--- src/rtl/hazard_fwd_ctrl.sv ---
// hazard_fwd_ctrl: RAW hazard detection and EX operand forwarding control for a
// five-stage pipeline. Shadow slots mirror the EX, MEM and WB stages so that
// every decision can be made from registered pipeline state.
// Build option: define HAZARD_FWD_EN for full forwarding (only load-use stalls).
// Without it, both forwarding selects are tied to 0 and a consumer is stalled
// until its producer has reached WB (write-before-read register file).

module hazard_fwd_ctrl (
    input  logic        clk,
    input  logic        rst,
    input  logic        id_valid,
    input  logic [4:0]  id_rs,
    input  logic [4:0]  id_rt,
    input  logic        id_uses_rs,
    input  logic        id_uses_rt,
    input  logic [4:0]  id_rd,
    input  logic        id_regwrite,
    input  logic        id_memread,
    input  logic        flush,
    output logic        stall,
    output logic        bubble,
    output logic [1:0]  ALU_SrcA_fwd,
    output logic [1:0]  ALU_SrcB_fwd,
    output logic [15:0] stall_cnt
);

    logic        exValid_q, exUsesRs_q, exUsesRt_q, exRegwrite_q, exMemread_q;
    logic [4:0]  exRs_q, exRt_q, exRd_q;
    logic        exValid_d, exUsesRs_d, exUsesRt_d, exRegwrite_d, exMemread_d;
    logic [4:0]  exRs_d, exRt_d, exRd_d;
    logic        memValid_q, memRegwrite_q, memMemread_q;
    logic [4:0]  memRd_q;
    logic        wbValid_q, wbRegwrite_q;
    logic [4:0]  wbRd_q;
    logic [15:0] stallCnt_q, stallCnt_d;

    logic        exProd, memProd;
    logic        idDepEx;
    logic        hazard;
    logic        stallInt, bubbleInt;
    logic [1:0]  selA, selB;

    // A slot only produces a value when it is real, writes, and targets a non-zero register.
    assign exProd  = exValid_q & exRegwrite_q & (exRd_q != 5'd0);
    assign memProd = memValid_q & memRegwrite_q & (memRd_q != 5'd0);

    assign idDepEx = id_valid & exProd &
                     ((id_uses_rs & (id_rs == exRd_q)) | (id_uses_rt & (id_rt == exRd_q)));

`ifdef HAZARD_FWD_EN
    logic wbProd;

    assign wbProd = wbValid_q & wbRegwrite_q & (wbRd_q != 5'd0);

    // With forwarding, only a load still in EX cannot supply its value in time.
    assign hazard = idDepEx & exMemread_q;

    // Operand selects: nearest non-load producer in MEM wins, otherwise WB, otherwise register file.
    always_comb begin
        selA = 2'd0;
        selB = 2'd0;
        if (exValid_q && exUsesRs_q) begin
            if (memProd && !memMemread_q && (memRd_q == exRs_q)) begin
                selA = 2'd2;
            end else if (wbProd && (wbRd_q == exRs_q)) begin
                selA = 2'd1;
            end
        end
        if (exValid_q && exUsesRt_q) begin
            if (memProd && !memMemread_q && (memRd_q == exRt_q)) begin
                selB = 2'd2;
            end else if (wbProd && (wbRd_q == exRt_q)) begin
                selB = 2'd1;
            end
        end
    end
`else
    logic idDepMem;
    logic unusedSlotBits;

    assign idDepMem = id_valid & memProd &
                      ((id_uses_rs & (id_rs == memRd_q)) | (id_uses_rt & (id_rt == memRd_q)));

    // No bypass paths: wait until the producer has left both EX and MEM.
    assign hazard = idDepEx | idDepMem;
    assign selA   = 2'd0;
    assign selB   = 2'd0;

    // Source and WB fields only feed the forwarding muxes; fold them so the full shadow pipeline stays intact.
    assign unusedSlotBits = ^{exRs_q, exRt_q, exUsesRs_q, exUsesRt_q, exMemread_q,
                              memMemread_q, wbValid_q, wbRd_q, wbRegwrite_q};
`endif

    // A flush squashes the ID instruction, so it never needs to be held.
    assign stallInt     = hazard & ~flush;
    assign bubbleInt    = hazard | flush;
    assign stall        = stallInt;
    assign bubble       = bubbleInt;
    assign ALU_SrcA_fwd = selA;
    assign ALU_SrcB_fwd = selB;
    assign stall_cnt    = stallCnt_q;

    // Next EX slot: the ID instruction, or an empty bubble; stall counter saturates.
    always_comb begin
        exValid_d    = 1'b0;
        exRs_d       = 5'd0;
        exRt_d       = 5'd0;
        exUsesRs_d   = 1'b0;
        exUsesRt_d   = 1'b0;
        exRd_d       = 5'd0;
        exRegwrite_d = 1'b0;
        exMemread_d  = 1'b0;
        if (!bubbleInt) begin
            exValid_d    = id_valid;
            exRs_d       = id_rs;
            exRt_d       = id_rt;
            exUsesRs_d   = id_uses_rs;
            exUsesRt_d   = id_uses_rt;
            exRd_d       = id_rd;
            exRegwrite_d = id_regwrite;
            exMemread_d  = id_memread;
        end
        stallCnt_d = stallCnt_q;
        if (stallInt && (stallCnt_q != 16'hFFFF)) begin
            stallCnt_d = stallCnt_q + 16'd1;
        end
    end

    // Shadow pipeline advance EX->MEM->WB each cycle; reset empties every slot immediately.
    always_ff @(posedge clk or posedge rst) begin
        if (rst) begin
            exValid_q     <= 1'b0;
            exRs_q        <= 5'd0;
            exRt_q        <= 5'd0;
            exUsesRs_q    <= 1'b0;
            exUsesRt_q    <= 1'b0;
            exRd_q        <= 5'd0;
            exRegwrite_q  <= 1'b0;
            exMemread_q   <= 1'b0;
            memValid_q    <= 1'b0;
            memRd_q       <= 5'd0;
            memRegwrite_q <= 1'b0;
            memMemread_q  <= 1'b0;
            wbValid_q     <= 1'b0;
            wbRd_q        <= 5'd0;
            wbRegwrite_q  <= 1'b0;
            stallCnt_q    <= 16'd0;
        end else begin
            exValid_q     <= exValid_d;
            exRs_q        <= exRs_d;
            exRt_q        <= exRt_d;
            exUsesRs_q    <= exUsesRs_d;
            exUsesRt_q    <= exUsesRt_d;
            exRd_q        <= exRd_d;
            exRegwrite_q  <= exRegwrite_d;
            exMemread_q   <= exMemread_d;
            memValid_q    <= exValid_q;
            memRd_q       <= exRd_q;
            memRegwrite_q <= exRegwrite_q;
            memMemread_q  <= exMemread_q;
            wbValid_q     <= memValid_q;
            wbRd_q        <= memRd_q;
            wbRegwrite_q  <= memRegwrite_q;
            stallCnt_q    <= stallCnt_d;
        end
    end

endmodule

--- config.mk ---
export PLATFORM = sky130hd
export DESIGN_NAME = hazard_fwd_ctrl
export DESIGN_NICKNAME = d
export VERILOG_FILES = /design/src/rtl/hazard_fwd_ctrl.sv
export SDC_FILE = /design/constraint.sdc
export NUM_CORES = 1
export LEC_CHECK = 0
export BUFFER_PORTS_ARGS = -buffer_cell sky130_fd_sc_hd__buf_2
export CAP_MARGIN = 20
export CORE_ASPECT_RATIO = 1.2
export CORE_MARGIN = 5
export CORE_UTILIZATION = 53
export CTS_BUF_LIST = sky130_fd_sc_hd__clkbuf_8
export CTS_CLUSTER_DIAMETER = 100
export DETAILED_ROUTE_END_ITERATION = 6
export PLACE_DENSITY = 0.81
export SYNTH_ARGS = -nofsm -noshare
export SYNTH_HDL_FRONTEND = slang
export SYNTH_SLANG_ARGS = --single-unit
--- constraint.sdc ---
create_clock -name clk -period 2.26 [get_ports clk]
set_clock_uncertainty 0.05 [all_clocks]
set_input_delay 0.226 -clock clk [delete_from_list [all_inputs] [get_ports clk]]
set_output_delay 0.226 -clock clk [all_outputs]
set_load 0.005 [all_outputs]
### Word level (Yosys, flattened, before mapping)

Index checks and enable logic that the tools add are counted.

| operators by class | value |
|---|---|
| add/subtract/negate cells | 1 |
| multiply operators | 0 |
| divide/modulo/power cells | 0 |
| magnitude comparators | 0 |
| eq/ne operators | 5 |
| shifts and indexed selects | 0 |
| mux-type cells | 3 |
| bitwise logic cells | 18 |
| reductions and logical operators | 3 |

Operators with widths:

| kind | count |
|---|---|
| equality test 5 bit | 4 |
| adder 16 x 1 -> 16 bit (second input constant) | 1 |
| != test 16 bit (second input constant) | 1 |
| bitwise AND 1 bit | 13 |
| nonzero test 5 bit | 2 |
| 2-to-1 mux 5 bit | 1 |
| bitwise OR 1 bit | 4 |
| 2-to-1 mux 1 bit | 2 |
| logical AND 1 bit | 1 |
| NOT 1 bit | 1 |

| storage, ports and cells | value |
|---|---|
| register bits after elaboration | 30 |
| latch bits | 0 |
| bits in writable memories | 0 |
| memory bits (read-only) | 0 |
| input bits | 23 |
| output and inout port bits | 22 |
| logic and storage cells | 37 |
| memories kept | 0 |

### Logic depth before layout (Yosys ltp)

Gate-level depths: netlist of run 1.

| logic depth | value |
|---|---|
| depth after elaboration | 7 |
| depth in mapped cells | 8 |
| gate-level depth less buffers | 7 |

### Worst setup path after synthesis of run 1

Ideal clock, no wire load.

| timing | value |
|---|---|
| kind | register to register |
| from | reg exRd_q[1] |
| to | reg stallCnt_q[1] (netlist: stall_cnt[1]) |
| setup time | 0.125 ns |
| data arrival time | 1.819 ns |
| required time | 2.085 ns |
| slack | 0.266 ns |
| cell stages (with the launch flop) | 7 |
| buffers on the path | 1 |
| period minus slack after synthesis | 1.994 ns |
| path through | dfrtp_1 -> or4_1 -> o2111ai_2 -> nor3_1 -> a22oi_2 -> buf_6 -> mux2_4 |

| between the ends | value |
|---|---|
| cells in the longest elaborated chain, start to end | 7 |
| elaborated cells on any way between the ends | 12 |
| classes of those cells | eq/ne: 2; bitwise: 8; reduce/logical: 2 |

RTL lines:

| what | RTL line | text |
|---|---|---|
| from (decl) | 28 | `logic [4:0] exRs_q, exRt_q, exRd_q;` |
| from (signal assigned) | 154 | `exRd_q <= exRd_d;` |
| equality test 5 bit / nonzero test 5 bit (equally long branches) | 48, 44 |  |
| bitwise AND 1 bit (on tied branches) | 48, 44 |  |
| bitwise OR 1 bit / bitwise AND 1 bit (equally long branches) | 48, 47 |  |
| bitwise AND 1 bit (*) | 47 | `assign idDepEx = id_valid & exProd &` |
| bitwise OR 1 bit (*) | 85 | `assign hazard = idDepEx \| idDepMem;` |
| bitwise AND 1 bit (*) | 95 | `assign stallInt = hazard & ~flush;` |
| logical AND 1 bit (*) | 124 | `if (stallInt && (stallCnt_q != 16'hFFFF)) begin` |
| to (signal assigned) | 164 | `stallCnt_q <= stallCnt_d;` |
| to (decl) | 35 | `logic [15:0] stallCnt_q, stallCnt_d;` |

Mark *: on every way between the ends. The rest lies on a longest branch, timed or not.
A chain may end at the register's enable or synchronous reset.

### Worst setup path after layout of run 1

| timing | value |
|---|---|
| from | reg exRd_q[1] |
| to | out bubble |

| between the ends | value |
|---|---|
| cells in the longest elaborated chain, start to end | 6 |
| elaborated cells on any way between the ends | 11 |
| classes of those cells | eq/ne: 2; bitwise: 8; reduce/logical: 1 |

RTL lines:

| what | RTL line | text |
|---|---|---|
| equality test 5 bit / nonzero test 5 bit (equally long branches) | 48, 44 |  |
| bitwise AND 1 bit (on tied branches) | 48, 44 |  |
| bitwise OR 1 bit / bitwise AND 1 bit (equally long branches) | 48, 47 |  |
| bitwise AND 1 bit (*) | 47 |  |
| bitwise OR 1 bit (*) | 85 |  |
| bitwise OR 1 bit (*) | 96 | `assign bubbleInt = hazard \| flush;` |
| to (decl) | 21 | `output logic bubble,` |

Marked as above.

==> results_dict.tcl, run 1 <==
set metrics [dict create \
    setup.worst_path.end_class "output pin" \
    synth_warnings 0 \
    rrSetupSlack_ps 110 \
    ys_seq_elements 30 \
    path_class "flip-flop to output pin" \
    status "completed" \
    holdWs_ps 144 \
    critPathSlowestCell "or4_4" \
    yosysUniqueCellTypes 30 \
    layout.cells.non_filler 235 \
    hp-class "primary input to flip-flop" \
    p_int_mw 0.849 \
    ys.flop_type "dfrtp_1" \
    path_cells "or4_4 -> o2111ai_4 -> inv_2 -> a22oi_2 -> and2_1 -> inv_1 -> buf_2" \
    ant_nets 0 \
    coreArea_um2 2810 \
    peakVddDrop_mv 0.504 \
    switching_share_pct 23.2 \
    dieArea_um2 4160 \
    comb_power_share_pct 10.0 \
    die_x_um 59.7 \
    detail_route.iter0.violations 44 \
    p_per_area_nw_per_um2 553 \
    fin_crit_sh_pct 97.8 \
    maxCapViolations 0 \
    synth-edff-count 0 \
    synth.avg_cell_area_um2 10.8 \
    reg2reg_from "exRd_q[1]" \
    r2r-end "stall_cnt[1]" \
    period_needed_ps 2210 \
    vias 1246 \
    n_fill_cell 200 \
    hold_viol_final 0 \
    cts.sinks 30 \
    gp_congestion 0.884 \
    startpoint_type "flip-flop" \
    syn_area_um2 1570 \
    grt_max_degree 31 \
    cts_buffer_depth 2 \
    timing.critical_path.to "bubble" \
    async_flop_share_pct 100 \
    seqPwrFrac_pct 51.2 \
    clkPwrFrac_pct 38.7 \
    finalSetupViolCount 0 \
    rows 21 \
    antenna_found_initial 0 \
    diodes 0 \
    grt-ovfl-total 0 \
    final_max_slew_viol_count 0 \
    register_area_um2 752 \
    synth-seq-area-share_pct 47.8 \
    io_pins 45 \
    wl_um 3460 \
    rsz0062_at_grt "yes" \
    cts_tree "built" \
    nets 224 \
    via_per_inst 5.30 \
    multi_input_area_um2 798 \
    p_leak_nw 1.03 \
    max_stage_delay_ps 540 \
    max_freq_ghz 0.452 \
    p_sw_mw 0.256 \
    grt_usage_pct 17.9 \
    die_h_um 69.7 \
    wire_per_inst_um 14.7 \
    area_delta_synth_final_pct 27.2 \
    required_ps 1980 \
    worst_ep_arrival_time_ps 1930 \
    crit_fanout 3 \
    drtPass1Iterations 4 \
    clk_latency_ps 270 \
    initial_utilization_pct 55.9 \
    numCtsBuffers 5 \
    grt_pass1_wl_um 5730 \
    cts_root_buffer "clkbuf_8" \
    syn_inst 145 \
    ff2ff_path_depth 7 \
    worst-path-stages 7 \
    drc 0 \
    io_buffers 39 \
    startpoint "exRd_q[1]" \
    post-place-cells 221 \
    cp_num_buf_inv 3 \
    critPathTopFamily "simple AND/OR/NAND/NOR gates" \
    dpl.hpwl_um 2590 \
    drive_above_1_share_pct 34.8 \
    cts.reportedPaths.clkPinSlew_ps 60 \
    grt_pass1_vias 1289 \
    htree_levels 2 \
]
==> logic make-up after synthesis <==
kind of cell,share of synthesized area [%]
compound gates,4.70
fa+ha+maj,0.796
other cells,0.239
mux,0.955
simple gates,22.0
buf+inv,4.06
flops,47.8
xor+xnor,19.5
==> sequential cells by signal, summed over array words and instances, names as in the netlist <==
| register | cells |
|---|---|
| memRegwrite_q | 1 |
| exRegwrite_q | 1 |
| exRd_q | 5 |
| stall_cnt | 16 |
| memRd_q | 5 |
| memValid_q | 1 |
| exValid_q | 1 |
==> per-stage QoR <==
stage	area, µm²	total power, mW	utilization (%)	worst slack [ps]	setup TNS (ps)
5_1_grt	2000	1.16	71.1	-52.4	-89.7
2_1_floorplan	1580	0.637	-	266	0
4_1_cts	1960	1.11	69.7	2.43	0
6_report	2000	1.11	71.1	49.8	0
3_5_place_dp	1830	0.674	65.1	138	0
3_3_place_gp	1830	0.670	65.1	169	0
==> synthesized netlist by cell type, types with 4 or more instances <==
master	number	share of area, %
dfrtp_1	30	48
xnor2_1	23	13
xor2_1	12	6.7
nor2_1	10	2.4
nand2_1	8	1.9
nand3_1	8	2.5
nand4_1	8	3.2
and3_1	7	2.8
inv_1	6	1.4
buf_4	4	1.9
nor3_1	4	1.3
nor4_1	4	1.6
==> cells in the final DEF (no fill, tap or decap), types with 2 or more instances in the layout <==
cell	instances
a22oi_2	2
and3_1	7
buf_2	39
buf_4	9
clkbuf_8	6
conb_1	4
dfrtp_1	29
inv_1	6
nand2_1	8
nand3_1	8
nand4_1	8
nor2_1	9
nor3_1	4
nor4_1	4
o22ai_2	2
xnor2_1	23
xor2_1	12
==> worst reg2reg max path, delay by kind of cell, from the launching register on <==
family                 cells  cell delay [ps]
and+or+nand+nor            2              590
AOI/OAI and AO/OA          2              400
DFF                        1              380
buffers and inverters      2              320
muxes                      1              300
==> power groups by stage <==
stage / sequential [mW] / clock [mW] / combinational, mW
detailed placement: 0.577 / 0 / 0.0971
global placement: 0.576 / 0 / 0.0935
floorplan: 0.573 / 0 / 0.0638
global route: 0.567 / 0.470 / 0.122
finish: 0.566 / 0.428 / 0.111
CTS: 0.565 / 0.440 / 0.104
==> worst min-delay path by stage <==
stage                     startpoint           end  slack, ps  cells past startpoint
after floorplan                  rst     exRd_q[0]        270                      1
final                       id_rd[4]     exRd_q[4]        140                      2
after detailed placement         rst  stall_cnt[3]        260                      3
after global routing        id_rd[3]     exRd_q[3]        140                      2
after global placement           rst  stall_cnt[2]        260                      3
after CTS                   id_rd[4]     exRd_q[4]        130                      2
==> cell type report <==
| type | instances | share of cell area (%) |
|---|---|---|
| multi-input cells | 107 | 39.9 |
| repair buffers | 50 | 14.6 |
| clock buffers | 6 | 4.13 |
| inverters | 6 | 1.13 |
| flip-flops and latches | 30 | 37.6 |
| clock inverters | 2 | 0.438 |
| well taps | 34 | 2.13 |
==> what timing repair did <==
| action | in CTS | in global routing |
|---|---|---|
| endpoints found under the setup margin | 2 | 3 |
| hold endpoints to repair | 30 | 0 |
| resized for setup | 0 | 7 |
| pin swaps | 2 | 3 |
| buffers inserted | 4 | 1 |
| hold buffers | 1 | 0 |
==> metal layers <==
layer	up-vias	part of all wire [%]	GRT usage [%]	wire, µm
met1	592	42	22.3	1460
met2	37	50	28.5	1730
met4	0	1.5	6.65	51
met3	6	6.2	5.40	216
met5	-	0	0	0
li1	611	-	-	-
(Power assumes the default switching activity.)
==> run 2: changes to the inputs <==
ABC_AREA = 1   (was unset)
CORE_UTILIZATION = 56   (was 53)
PLACE_DENSITY = 0.83   (was 0.81)
==> run 2 against run 1 <==
  * Via count rose by 53%
  * Power rose by 1.7%
  * Count of clock-buffer cells in the layout did not move
  * Core utilization fell by 3.9 points
  * Hold slack got worse by 49 ps
  * Maximum frequency rose by 10%
  * Critical endpoint unchanged
  * Die area rose by 14%
  * Critical path type unchanged
  * Sequential share of layout area fell by 4.1 points
  * Combinational power rose by 5%
==> results_dict.tcl, run 2 <==
set metrics [dict create \
    via_per_inst 5.17 \
    reg2reg_from "stall_cnt[1]" \
    synth_largest_area_cell "dfrtp_1" \
    hp-class "primary input to flip-flop" \
    max_stage_delay_ps 410 \
    drc 0 \
    post-place-cells 360 \
    io_pins 45 \
    path_cells "inv_1 -> nand2_1 -> nand2_1 -> nor2_1 -> nand3_1 -> nand2_1 -> nand2_1 -> nand2_1 -> inv_1 -> nand2_2 -> buf_2" \
    grt_max_degree 31 \
    cts_tree "built" \
    wire_per_inst_um 12.2 \
    synth_top_area_share_pct 38.8 \
    layout.cells.non_filler 369 \
    drtPass1Iterations 4 \
    worstHoldStart "id_rd[0]" \
    holdWs_ps 94.5 \
    numCtsBuffers 5 \
    dpl.hpwl_um 3310 \
    diodes 0 \
    vias 1908 \
    setup_tns_ps 0 \
    cts_buffer_depth 2 \
    nets 355 \
    synth-seq-area-share_pct 38.8 \
    min_to "exRd_q[0]" \
    p_leak_nw 1.35 \
    dieArea_um2 4730 \
    grt-ovfl-total 0 \
    required_ps 1980 \
    grt_usage_pct 20.2 \
    crit_fanout 8 \
    synth.most_common_cell "nand2_1" \
    peakVddDrop_mv 0.572 \
    startpoint "exRd_q[3]" \
    initial_utilization_pct 57.9 \
    drive_above_1_share_pct 16.6 \
    rows 23 \
    cp_num_buf_inv 3 \
    cts.reportedPaths.clkPinSlew_ps 60 \
    fin_crit_sh_pct 88.8 \
    path_class "flip-flop to output pin" \
    final_max_slew_viol_count 0 \
    final_common_cell "nand2_1" \
    coreArea_um2 3340 \
    async_flop_share_pct 100 \
    critPathSlowestCell "dfrtp_1" \
    synth.avg_cell_area_um2 6.74 \
    rsz0062_at_grt "no" \
    rrSetupSlack_ps 380 \
    antenna_found_initial 0 \
    yosysUniqueCellTypes 22 \
    place_ws_ps 476 \
    hold_viol_final 0 \
    gp_congestion 0.893 \
    synth-edff-count 0 \
    ys_seq_elements 30 \
    ant_nets 0 \
    period_needed_ps 2010 \
    max_freq_ghz 0.498 \
    hold_depth 3 \
    syn_area_um2 1930 \
    largest_reg_flops 16 \
    maxCapViolations 0 \
    die_x_um 63.6 \
    ff2ff_path_depth 7 \
    critPathTopFamily "simple AND/OR/NAND/NOR gates" \
    synthTopCellsByCount "nand2_1, inv_1, nor2_1" \
    grt_pass1_wl_um 7560 \
    worst_ep_arrival_time_ps 1730 \
    area_delta_synth_final_pct 16.1 \
    io_buffers 39 \
    setup.worst_path.end_class "output pin" \
    clk_latency_ps 280 \
    detail_route.iter0.violations 92 \
    cts.sinks 30 \
    syn_inst 287 \
    r2r-end "stall_cnt[14]" \
    utilization_pct 67.2 \
    finalSetupViolCount 0 \
    status "completed" \
    final_cell_mix "nand2_1, inv_1, nor2_1, buf_2, dfrtp_1" \
    startpoint_type "flip-flop" \
    grt_pass1_vias 1775 \
    die_h_um 74.4 \
    synth_warnings 0 \
    cp_common_cell "nand2_1" \
    htree_levels 2 \
    ys.flop_type "dfrtp_1" \
    wl_um 4480 \
    layout_setup_ws_ps 253 \
    ys_top_cells_by_area "dfrtp_1, nand2_1, inv_1, nor2_1, nand4_1" \
    p_per_area_nw_per_um2 501 \
    cts_root_buffer "clkbuf_8" \
]
[run 2: cell types whose count changed after synthesis, sizes merged, moves of 3 or more]
cell / delta
nand2: +102
inv: +36
nor2: +29
xnor2: -19
nand4: +15
and3: -7
nand3: +7
xor2: -7
nor4: -3
[run 2: worst max path at each step]
stage | to | cells after the start
floorplan | stall_cnt[10] | 8
global placement | stall_cnt[14] | 7
detailed placement | bubble | 11
CTS | bubble | 11
global route | bubble | 11
finish | bubble | 11
[run 2: layout make-up]
cell class,instances,area [µm²]
multi-input combinational,209,970
clock inverter,2,8.76
inverter,42,158
fill,290,1090
timing repair buffer,43,228
tap,37,46.3
sequential,30,751
clock buffer,6,82.6
[run 2: through the flow]
stage / instance area [µm²] / total power [mW]
2_1_floorplan: 1940 / 0.648
3_3_place_gp: 2140 / 0.686
3_5_place_dp: 2140 / 0.689
4_1_cts: 2240 / 1.13
5_1_grt: 2240 / 1.18
6_report: 2240 / 1.12
[run 2: timing repair]
item,in CTS,in global routing
gates resized for setup,0,1
buffers inserted,0,0
endpoints found under the hold margin,30,0
hold buffers,1,0
setup endpoints to repair,0,1
[run 2: report_power, final]
| part | switching, mW | internal (mW) |
|---|---|---|
| sequential | 0.0126 | 0.551 |
| clock | 0.203 | 0.241 |
| combinational | 0.0723 | 0.0438 |
[run 2: cell families after synthesis]
logic type	count (synthesis)	share of synthesized area [%]
XOR/XNOR	9	4.08
buffers and inverters	51	11.7
other	1	0.194
adder cells (fa/ha/maj)	1	0.647
AND/OR/NAND/NOR	193	44.0
flip-flops	30	38.8
AO/OA/AOI/OAI	2	0.517
[run 2: tightest hold or removal path: stages]
cell    delay [ps]
buf_2           90
inv_1           40
nor2_1          30
[run 2: metal layers]
layer,track usage [%],share of wire (%)
met3,5.29,6.9
met4,9.24,1.8
met2,35.0,50
met5,0,0
met1,23.7,41
